==> src/rtl/muldiv_pkg.sv <==
// Shared encodings for the multiply/divide sequencer: FSM states, op select and HI/LO source.
package muldiv_pkg;

    typedef enum logic [2:0] {
        ST_IDLE   = 3'd0,
        ST_DZERO  = 3'd1,
        ST_LAUNCH = 3'd2,
        ST_RUN    = 3'd3,
        ST_WRITE  = 3'd4,
        ST_DONE   = 3'd5,
        ST_TOUT   = 3'd6
    } state_t;

    localparam logic OP_MULT       = 1'b0;
    localparam logic OP_DIV        = 1'b1;
    localparam logic HILO_SRC_MULT = 1'b0;
    localparam logic HILO_SRC_DIV  = 1'b1;

endpackage

==> src/rtl/muldiv_timeout_cnt.sv <==
// Clearable, enabled RUN-cycle counter; tc flags the last permitted RUN cycle (count == TIMEOUT-1).
module muldiv_timeout_cnt #(
    parameter int TIMEOUT = 64,
    parameter int CNT_W   = 8
) (
    input  logic clk,
    input  logic reset,
    input  logic clr_i,
    input  logic en_i,
    output logic tc_o
);

    logic [CNT_W-1:0] cnt_q;
    logic [CNT_W-1:0] cnt_d;

    always_comb begin
        cnt_d = cnt_q;
        if (clr_i) begin
            cnt_d = '0;
        end else if (en_i) begin
            cnt_d = cnt_q + CNT_W'(1);
        end
    end

    always_ff @(posedge clk or posedge reset) begin
        if (reset) begin
            cnt_q <= '0;
        end else begin
            cnt_q <= cnt_d;
        end
    end

    assign tc_o = (cnt_q == CNT_W'(TIMEOUT - 1));

endmodule

==> src/rtl/muldiv_sequencer.sv <==
// Sequences the iterative multiplier/divider: zero check, unit start, bounded wait, HI/LO commit, done.
module muldiv_sequencer
    import muldiv_pkg::*;
#(
    parameter int TIMEOUT = 64,
    parameter int CNT_W   = 8
) (
    input  logic        clk,
    input  logic        reset,
    input  logic        start,
    input  logic        op,
    input  logic [31:0] rt_val,
    input  logic        unit_done,
    output logic        mult_start,
    output logic        div_start,
    output logic        hi_write,
    output logic        lo_write,
    output logic        hilo_src,
    output logic        busy,
    output logic        done,
    output logic        div_zero_exc,
    output logic        timeout_err
);

    state_t state_q;
    state_t state_d;
    logic   op_q;
    logic   op_d;
    logic   cnt_clr;
    logic   cnt_en;
    logic   cnt_tc;

    muldiv_timeout_cnt #(
        .TIMEOUT(TIMEOUT),
        .CNT_W  (CNT_W)
    ) u_timeout_cnt (
        .clk  (clk),
        .reset(reset),
        .clr_i(cnt_clr),
        .en_i (cnt_en),
        .tc_o (cnt_tc)
    );

    always_ff @(posedge clk or posedge reset) begin
        if (reset) begin
            state_q <= ST_IDLE;
            op_q    <= OP_MULT;
        end else begin
            state_q <= state_d;
            op_q    <= op_d;
        end
    end

    // Outputs depend only on state_q/op_q; inputs steer just the next state and counter.
    always_comb begin
        state_d      = state_q;
        op_d         = op_q;
        cnt_clr      = 1'b0;
        cnt_en       = 1'b0;
        mult_start   = 1'b0;
        div_start    = 1'b0;
        hi_write     = 1'b0;
        lo_write     = 1'b0;
        hilo_src     = HILO_SRC_MULT;
        busy         = (state_q != ST_IDLE);
        done         = 1'b0;
        div_zero_exc = 1'b0;
        timeout_err  = 1'b0;

        case (state_q)
            ST_IDLE: begin
                if (start) begin
                    op_d = op;
                    if (op == OP_DIV && rt_val == 32'd0) begin
                        state_d = ST_DZERO;
                    end else begin
                        state_d = ST_LAUNCH;
                    end
                end
            end
            ST_DZERO: begin
                div_zero_exc = 1'b1;
                state_d      = ST_IDLE;
            end
            ST_LAUNCH: begin
                mult_start = (op_q == OP_MULT);
                div_start  = (op_q == OP_DIV);
                cnt_clr    = 1'b1;
                state_d    = ST_RUN;
            end
            ST_RUN: begin
                // unit_done takes priority over an expiring timeout in the same cycle
                if (unit_done) begin
                    state_d = ST_WRITE;
                end else if (cnt_tc) begin
                    state_d = ST_TOUT;
                end else begin
                    cnt_en = 1'b1;
                end
            end
            ST_WRITE: begin
                hi_write = 1'b1;
                lo_write = 1'b1;
                hilo_src = (op_q == OP_DIV) ? HILO_SRC_DIV : HILO_SRC_MULT;
                state_d  = ST_DONE;
            end
            ST_DONE: begin
                done    = 1'b1;
                state_d = ST_IDLE;
            end
            ST_TOUT: begin
                timeout_err = 1'b1;
                state_d     = ST_IDLE;
            end
            default: begin
                state_d = ST_IDLE;
            end
        endcase
    end

endmodule

==> config.mk <==
export PLATFORM = sky130hd
export DESIGN_NAME = muldiv_sequencer
export DESIGN_NICKNAME = d
export VERILOG_FILES = /design/src/rtl/muldiv_pkg.sv /design/src/rtl/muldiv_timeout_cnt.sv /design/src/rtl/muldiv_sequencer.sv
export SDC_FILE = /design/constraint.sdc
export NUM_CORES = 1
export LEC_CHECK = 0
export CAP_MARGIN = 30
export CORE_MARGIN = 4
export CORE_UTILIZATION = 36
export CTS_CLUSTER_SIZE = 8
export DETAILED_ROUTE_END_ITERATION = 8
export GPL_TIMING_DRIVEN = 0
export MAX_ROUTING_LAYER = met4
export PLACE_DENSITY = 0.78
export SYNTH_ARGS = -nofsm -noshare
export SYNTH_HDL_FRONTEND = slang
export SYNTH_HIERARCHICAL = 1
export SYNTH_SLANG_ARGS = --single-unit
==> constraint.sdc <==
create_clock -name clk -period 2.05 [get_ports clk]
set_input_delay 0.41 -clock clk [delete_from_list [all_inputs] [get_ports clk]]
set_output_delay 0.41 -clock clk [all_outputs]
set_load 0.005 [all_outputs]
==> results.cfg, run 1 <==
[run_status]
status = completed

[sta]
fin_hold_ws_ns = 0.351
worst_slew_pin_slew_ns = 0.353
min_period_over_period_pct = 95.4
finalSetupViolCount = 0
fin_skew_ns = 0.00209
fin_ws_ns = 0.0953
report.final.slew_viol_count = 0
clock.fmax_mhz = 512
slew_headroom_pct = 76.1
finalSetupTns_ns = 0
period_needed_ns = 1.95
hold_viol_final = 0
rsz0062_at_grt = no

[detailed_routing]
wl_per_cell_um = 13.4
route.vias.total = 826
postRouteAntennaNets = 0
dr.first_iter.drc_count = 6
viasPerCell = 5.10
route.detailed.drc = 0
firstDrtPassIters = 4
wl_um = 2160

[grt]
grt_pass1_wl_um = 3500
antenna_found_initial = 0
track_usage_pct = 16.8
grt_max_degree = 9
overflow = 0
grt_pass1_vias = 865

[final_layout]
diodes = 0
layout_common_cells = 37 x clkdlybuf4s50_1, 9 x dfrtp_1, 8 x buf_4
fin_util_pct = 68.1
layout_commonest_cell = clkdlybuf4s50_1
drive_gt1_share_pct = 19.3
final_nets = 174
syn2layout_area_growth_pct = 77.0
finalNonFillerCells = 162
final_area_mm2 = 0.00135

[place]
dp.cells = 153
dpl_cell_area_mm2 = 0.00125
port_buffers = 45
hpwl_um = 1760
gp_congestion = 0.717
place_ws_ns = -0.00841

[synthesis]
synth_top_area_share_pct = 39.4
synth.largest_area_cell = dfrtp_1
yosys_warnings = 6
seq_area_frac_synth_pct = 39.4
syn_avg_cell_area_um2 = 9.41
syn_area_um2 = 762
ys_types = 33
syn-num-nets = 119
syn_inst = 81
synth-seq-cells = 12
ys_top_cells_by_area = dfrtp_1 39%, nor4_2 4.9%, nor2_1 3.4%, xor2_1 3.4%, nand4_1 3.3%

[power]
irDropWorstVdd_v = 0.000422
power_leakage_nw = 0.625
p_seq_share_pct = 31.5
comb_power_share_pct = 51.0
p_switching_mw = 0.389
power_density_mw_per_mm2 = 824
power_mw = 1.11
p_int_mw = 0.722
clockPowerShare_pct = 17.5
switching_share_pct = 35.0

[floorplan]
die_x_um = 54.0
dieArea_mm2 = 0.00292
coreArea_mm2 = 0.00198
chipHeight_um = 54.0
fp-row-count = 16
initial_core_util_pct = 38.4
pin_count = 46

[setup_path]
critPathSlowestCell = dfrtp_2
slowest_delay_ns = 0.45
rr_worst_depth = 7
startpoint = u_timeout_cnt/cnt_q[0]
crit_arrival_ns = 2.16
cp-start-kind = flip-flop
endpoint = u_timeout_cnt/cnt_q[7]
crit_path_end_kind = flip-flop
reg2reg_slack_ns = 0.1
rr_startpoint = u_timeout_cnt/cnt_q[0]
path_cells = ha_1 > nor4b_1 > nor4b_1 > buf_4 > nand4_1 > or3_1 > a21oi_1
worst_r2r_endpoint = u_timeout_cnt/cnt_q[7]
crit_type = reg -> reg
path_max_fanout = 7
crit_path_frequent_cell = nor4b_1
cp_data_required_time_ns = 2.25

[clock_network]
cts_buffer_depth = 2
cts_root_buf = clkbuf_4
clkSinkCount = 12
h-tree-depth = 1
numCtsBuffers = 3
cts_tree = built
clock_latency_ns = 0.27
cts.clk_slew.worst_paths_ns = 0.08

[min_path]
hold_class = in -> async

[flow_run]
max_cap_viol_count = 0
-- worst max-delay path, delay by kind of cell (launching register included) --
kind	cells	cell delay [ns]
flip-flops	1	0.45
AO/OA/AOI/OAI	1	0.15
adder cells (fa/ha/maj)	1	0.23
AND/OR/NAND/NOR	4	0.85
buffers and inverters	1	0.21
-- registers in the layout, summed over array words and instances (netlist names) --
signal and cells:
op_q 1, u_timeout_cnt/cnt_q 8, state_q 3
-- power groups by stage --
stage | clock (mW) | sequential (mW) | combinational (mW)
3_5_place_dp | 0 | 0.343 | 0.484
3_3_place_gp | 0 | 0.342 | 0.474
6_report | 0.194 | 0.350 | 0.567
5_1_grt | 0.214 | 0.356 | 0.613
4_1_cts | 0.198 | 0.350 | 0.528
2_1_floorplan | 0 | 0.330 | 0.251
-- what timing repair did --
action                                  4_1_cts  5_1_grt
pin swaps                                     2        1
endpoints found under the setup margin        5        7
gates resized for setup                       8        7
gates cloned                                  0        0
buffers inserted                              4        2
hold buffers                                  0        0
-- Yosys cell counts --
library cell	count
dfrtp_1	12
nor2_1	7
nand2_1	5
inv_1	4
nand4_1	4
o21ai_0	4
a21oi_1	3
nand3_1	3
nor4_1	3
nor4_2	3
or3_1	3
xor2_1	3
and2_1	2
and3b_1	2
buf_2	2
nor3_1	2
nor3_2	2
nor4b_1	2
a221o_1	1
buf_1	1
buf_4	1
ha_1	1
inv_2	1
mux2_4	1
mux2i_1	1
nand2b_1	1
nand4_2	1
nor3b_1	1
nor3b_2	1
nor4b_2	1
o21ai_1	1
o21bai_1	1
xnor2_1	1
-- cell type report --
class / count / area (um^2)
Inverter: 5 / 18.8
Multi-Input combinational cell: 60 / 437
Tap cell: 27 / 33.8
Fill cell: 150 / 633
Sequential cell: 12 / 304
Clock buffer: 4 / 36.3
Timing Repair Buffer: 51 / 500
Buffer: 3 / 18.8
-- logic make-up after synthesis --
| kind of cell | count (synthesis) | synth area share (%) |
|---|---|---|
| compound gates | 10 | 7.55 |
| buf+inv | 9 | 5.25 |
| fa+ha+maj | 1 | 1.64 |
| mux | 2 | 3.28 |
| simple gates | 43 | 38.3 |
| xor+xnor | 4 | 4.60 |
| flops | 12 | 39.4 |
-- how the worst min path moves through the flow --
stage / start / to / cells after the start
floorplan: reset / op_q / 1
global placement: u_timeout_cnt/cnt_q[7] / u_timeout_cnt/cnt_q[7] / 2
detailed placement: op_q / op_q / 1
CTS: reset / op_q / 2
global route: reset / op_q / 2
finish: reset / op_q / 2
-- routing by layer --
metal | track usage [%] | share of wire [%] | up-vias
li1 | - | - | 403
met1 | 18.5 | 38 | 384
met2 | 29.2 | 52 | 39
met3 | 4.99 | 10 | 0
met4 | 4.98 | 0 | 0
met5 | - | 0 | -
Note: power is estimated with default switching activity, not from simulation.
==> inputs of run 2 (changes only) <==
Settings changed: GPL_TIMING_DRIVEN 0 to 1.
==> results.cfg, run 2 (synthesis gave the netlist of run 1 again) <==
[run_status]
status = completed

[final_layout]
layout_commonest_cell = clkdlybuf4s50_1
nFillCells = 149
reg_top3 = u_timeout_cnt/cnt_q (8), state_q (3), op_q (1)
finalNonFillerCells = 164
diodes = 0
final_nets = 177
drive_gt1_share_pct = 21.2
largest_reg_flops = 8
regMostFlops = u_timeout_cnt/cnt_q
syn2layout_area_growth_pct = 80.5
layout_common_cells = 40 x clkdlybuf4s50_1, 12 x buf_4, 11 x dfrtp_1

[min_path]
hold_class = in -> async

[setup_path]
crit_path_end_kind = output port
rr_startpoint = u_timeout_cnt/cnt_q[1]
crit_arrival_ns = 1.59
slowest_delay_ns = 0.52
path_max_fanout = 9
crit_type = reg -> out
reg2reg_slack_ns = 0.11
critPathSlowestCell = clkdlybuf4s50_1
rr_worst_depth = 7
worst_r2r_endpoint = u_timeout_cnt/cnt_q[7]
cp-start-kind = flip-flop
path_delay_family = buffers and inverters
path_buf_inv = 2
path_cells = buf_4 > and3b_1 > clkdlybuf4s50_1
cp_data_required_time_ns = 1.64
startpoint = state_q[0]

[place]
port_buffers = 45
place_ws_ns = -0.00998
hpwl_um = 1840
dp.cells = 153
gp_congestion = 0.728

[floorplan]
die_x_um = 54.0
dieArea_mm2 = 0.00292
fp-row-count = 16
coreArea_mm2 = 0.00198
pin_count = 46
chipHeight_um = 54.0
initial_core_util_pct = 38.4

[clock_network]
cts_root_buf = clkbuf_4
numCtsBuffers = 3
cts.clk_slew.worst_paths_ns = 0.07
clkSinkCount = 12
cts_buffer_depth = 2
clock_latency_ns = 0.26
cts_tree = built
h-tree-depth = 1
ctsHoldBuffers = 0

[grt]
overflow = 0
track_usage_pct = 17.0
grt_pass1_vias = 885
grt_max_degree = 10
antenna_found_initial = 0
grt_pass1_wl_um = 3500

[detailed_routing]
route.vias.total = 835
firstDrtPassIters = 4
viasPerCell = 5.09
postRouteAntennaNets = 0
route.detailed.drc = 0
dr.first_iter.drc_count = 4
wl_per_cell_um = 14.0
wl_um = 2290

[power]
power_leakage_nw = 0.631
p_seq_share_pct = 30.5
power_density_mw_per_mm2 = 805
switching_share_pct = 34.5
irDropWorstVdd_v = 0.000533
p_switching_mw = 0.381
comb_power_share_pct = 57.2
clockPowerShare_pct = 12.2
p_int_mw = 0.725

[sta]
hold_viol_final = 0
min_period_over_period_pct = 97.6
clock.fmax_mhz = 500
period_needed_ns = 2.00
worst_slew_pin_slew_ns = 0.403
slew_headroom_pct = 72.7
report.final.slew_viol_count = 0
fin_ws_ns = 0.0487
finalSetupViolCount = 0
fin_skew_ns = 0.00178

[flow_run]
max_cap_viol_count = 0
==> run 2: per-stage QoR <==
step | hold WS (ns) | utilization, % | TNS (ns) | power (mW) | instance area (um^2)
2_1_floorplan | 0.176 | - | 0 | 0.581 | 762
3_3_place_gp | 0.550 | 63.3 | 0 | 0.835 | 1250
3_5_place_dp | 0.557 | 63.3 | -0.00998 | 0.843 | 1250
4_1_cts | 0.345 | 67.2 | 0 | 1.07 | 1330
5_1_grt | 0.365 | 69.4 | -0.0268 | 1.18 | 1380
6_report | 0.351 | 69.4 | 0 | 1.11 | 1380
==> run 2: repair_timing <==
| action | in CTS | in global routing |
|---|---|---|
| endpoints found under the setup margin | 5 | 7 |
| setup buffers | 5 | 3 |
| resized for setup | 6 | 6 |
| pin swaps | 1 | 1 |
| gates cloned | 0 | 0 |
==> run 2: worst register-to-register path, stage by stage (launching register included) <==
cell and delay [ns]:
dfrtp_1 0.43, ha_1 0.23, nor4b_1 0.16, nor4b_1 0.30
buf_4 0.19, nand4_1 0.10, or3_1 0.32, a21oi_1 0.14
==> run 2: final cells by class <==
type	instances	area (um^2)	share of cell area, %
Clock buffer	3	22.5	1.64
Inverter	5	18.8	1.36
Tap cell	27	33.8	2.46
Multi-Input combinational cell	60	449	32.7
Timing Repair Buffer	57	549	39.9
Sequential cell	12	302	21.9
==> run 2: power by group through the flow <==
stage	clock network (mW)	registers [mW]	logic [mW]
after floorplan	0	0.330	0.251
after global placement	0	0.343	0.492
after detailed placement	0	0.346	0.496
after CTS	0.145	0.343	0.578
after global routing	0.152	0.343	0.684
final	0.135	0.338	0.633
==> run 2: worst max-delay path by stage <==
| stage | slack (ns) | end | cells past startpoint |
|---|---|---|---|
| floorplan | 0.22 | u_timeout_cnt/cnt_q[7] | 7 |
| global placement | 0.07 | u_timeout_cnt/cnt_q[7] | 6 |
| detailed placement | -0.01 | u_timeout_cnt/cnt_q[7] | 6 |
| CTS | 0.02 | hi_write | 3 |
| global route | -0.03 | timeout_err | 3 |
| finish | 0.05 | timeout_err | 3 |
==> run 2: routing by layer <==
metal,vias up,share of wire [%],global-route usage [%]
li1,408,-,-
met1,386,36,16.7
met2,39,54,30.2
met3,2,9.7,5.82
met4,0,0.39,7.47
met5,-,0,-
==> inputs of run 3 (changes only) <==
Settings changed: SLEW_MARGIN from default to 20.
==> results of run 3 <==
No change in the layout: final DEF, timing and power equal those of run 2.
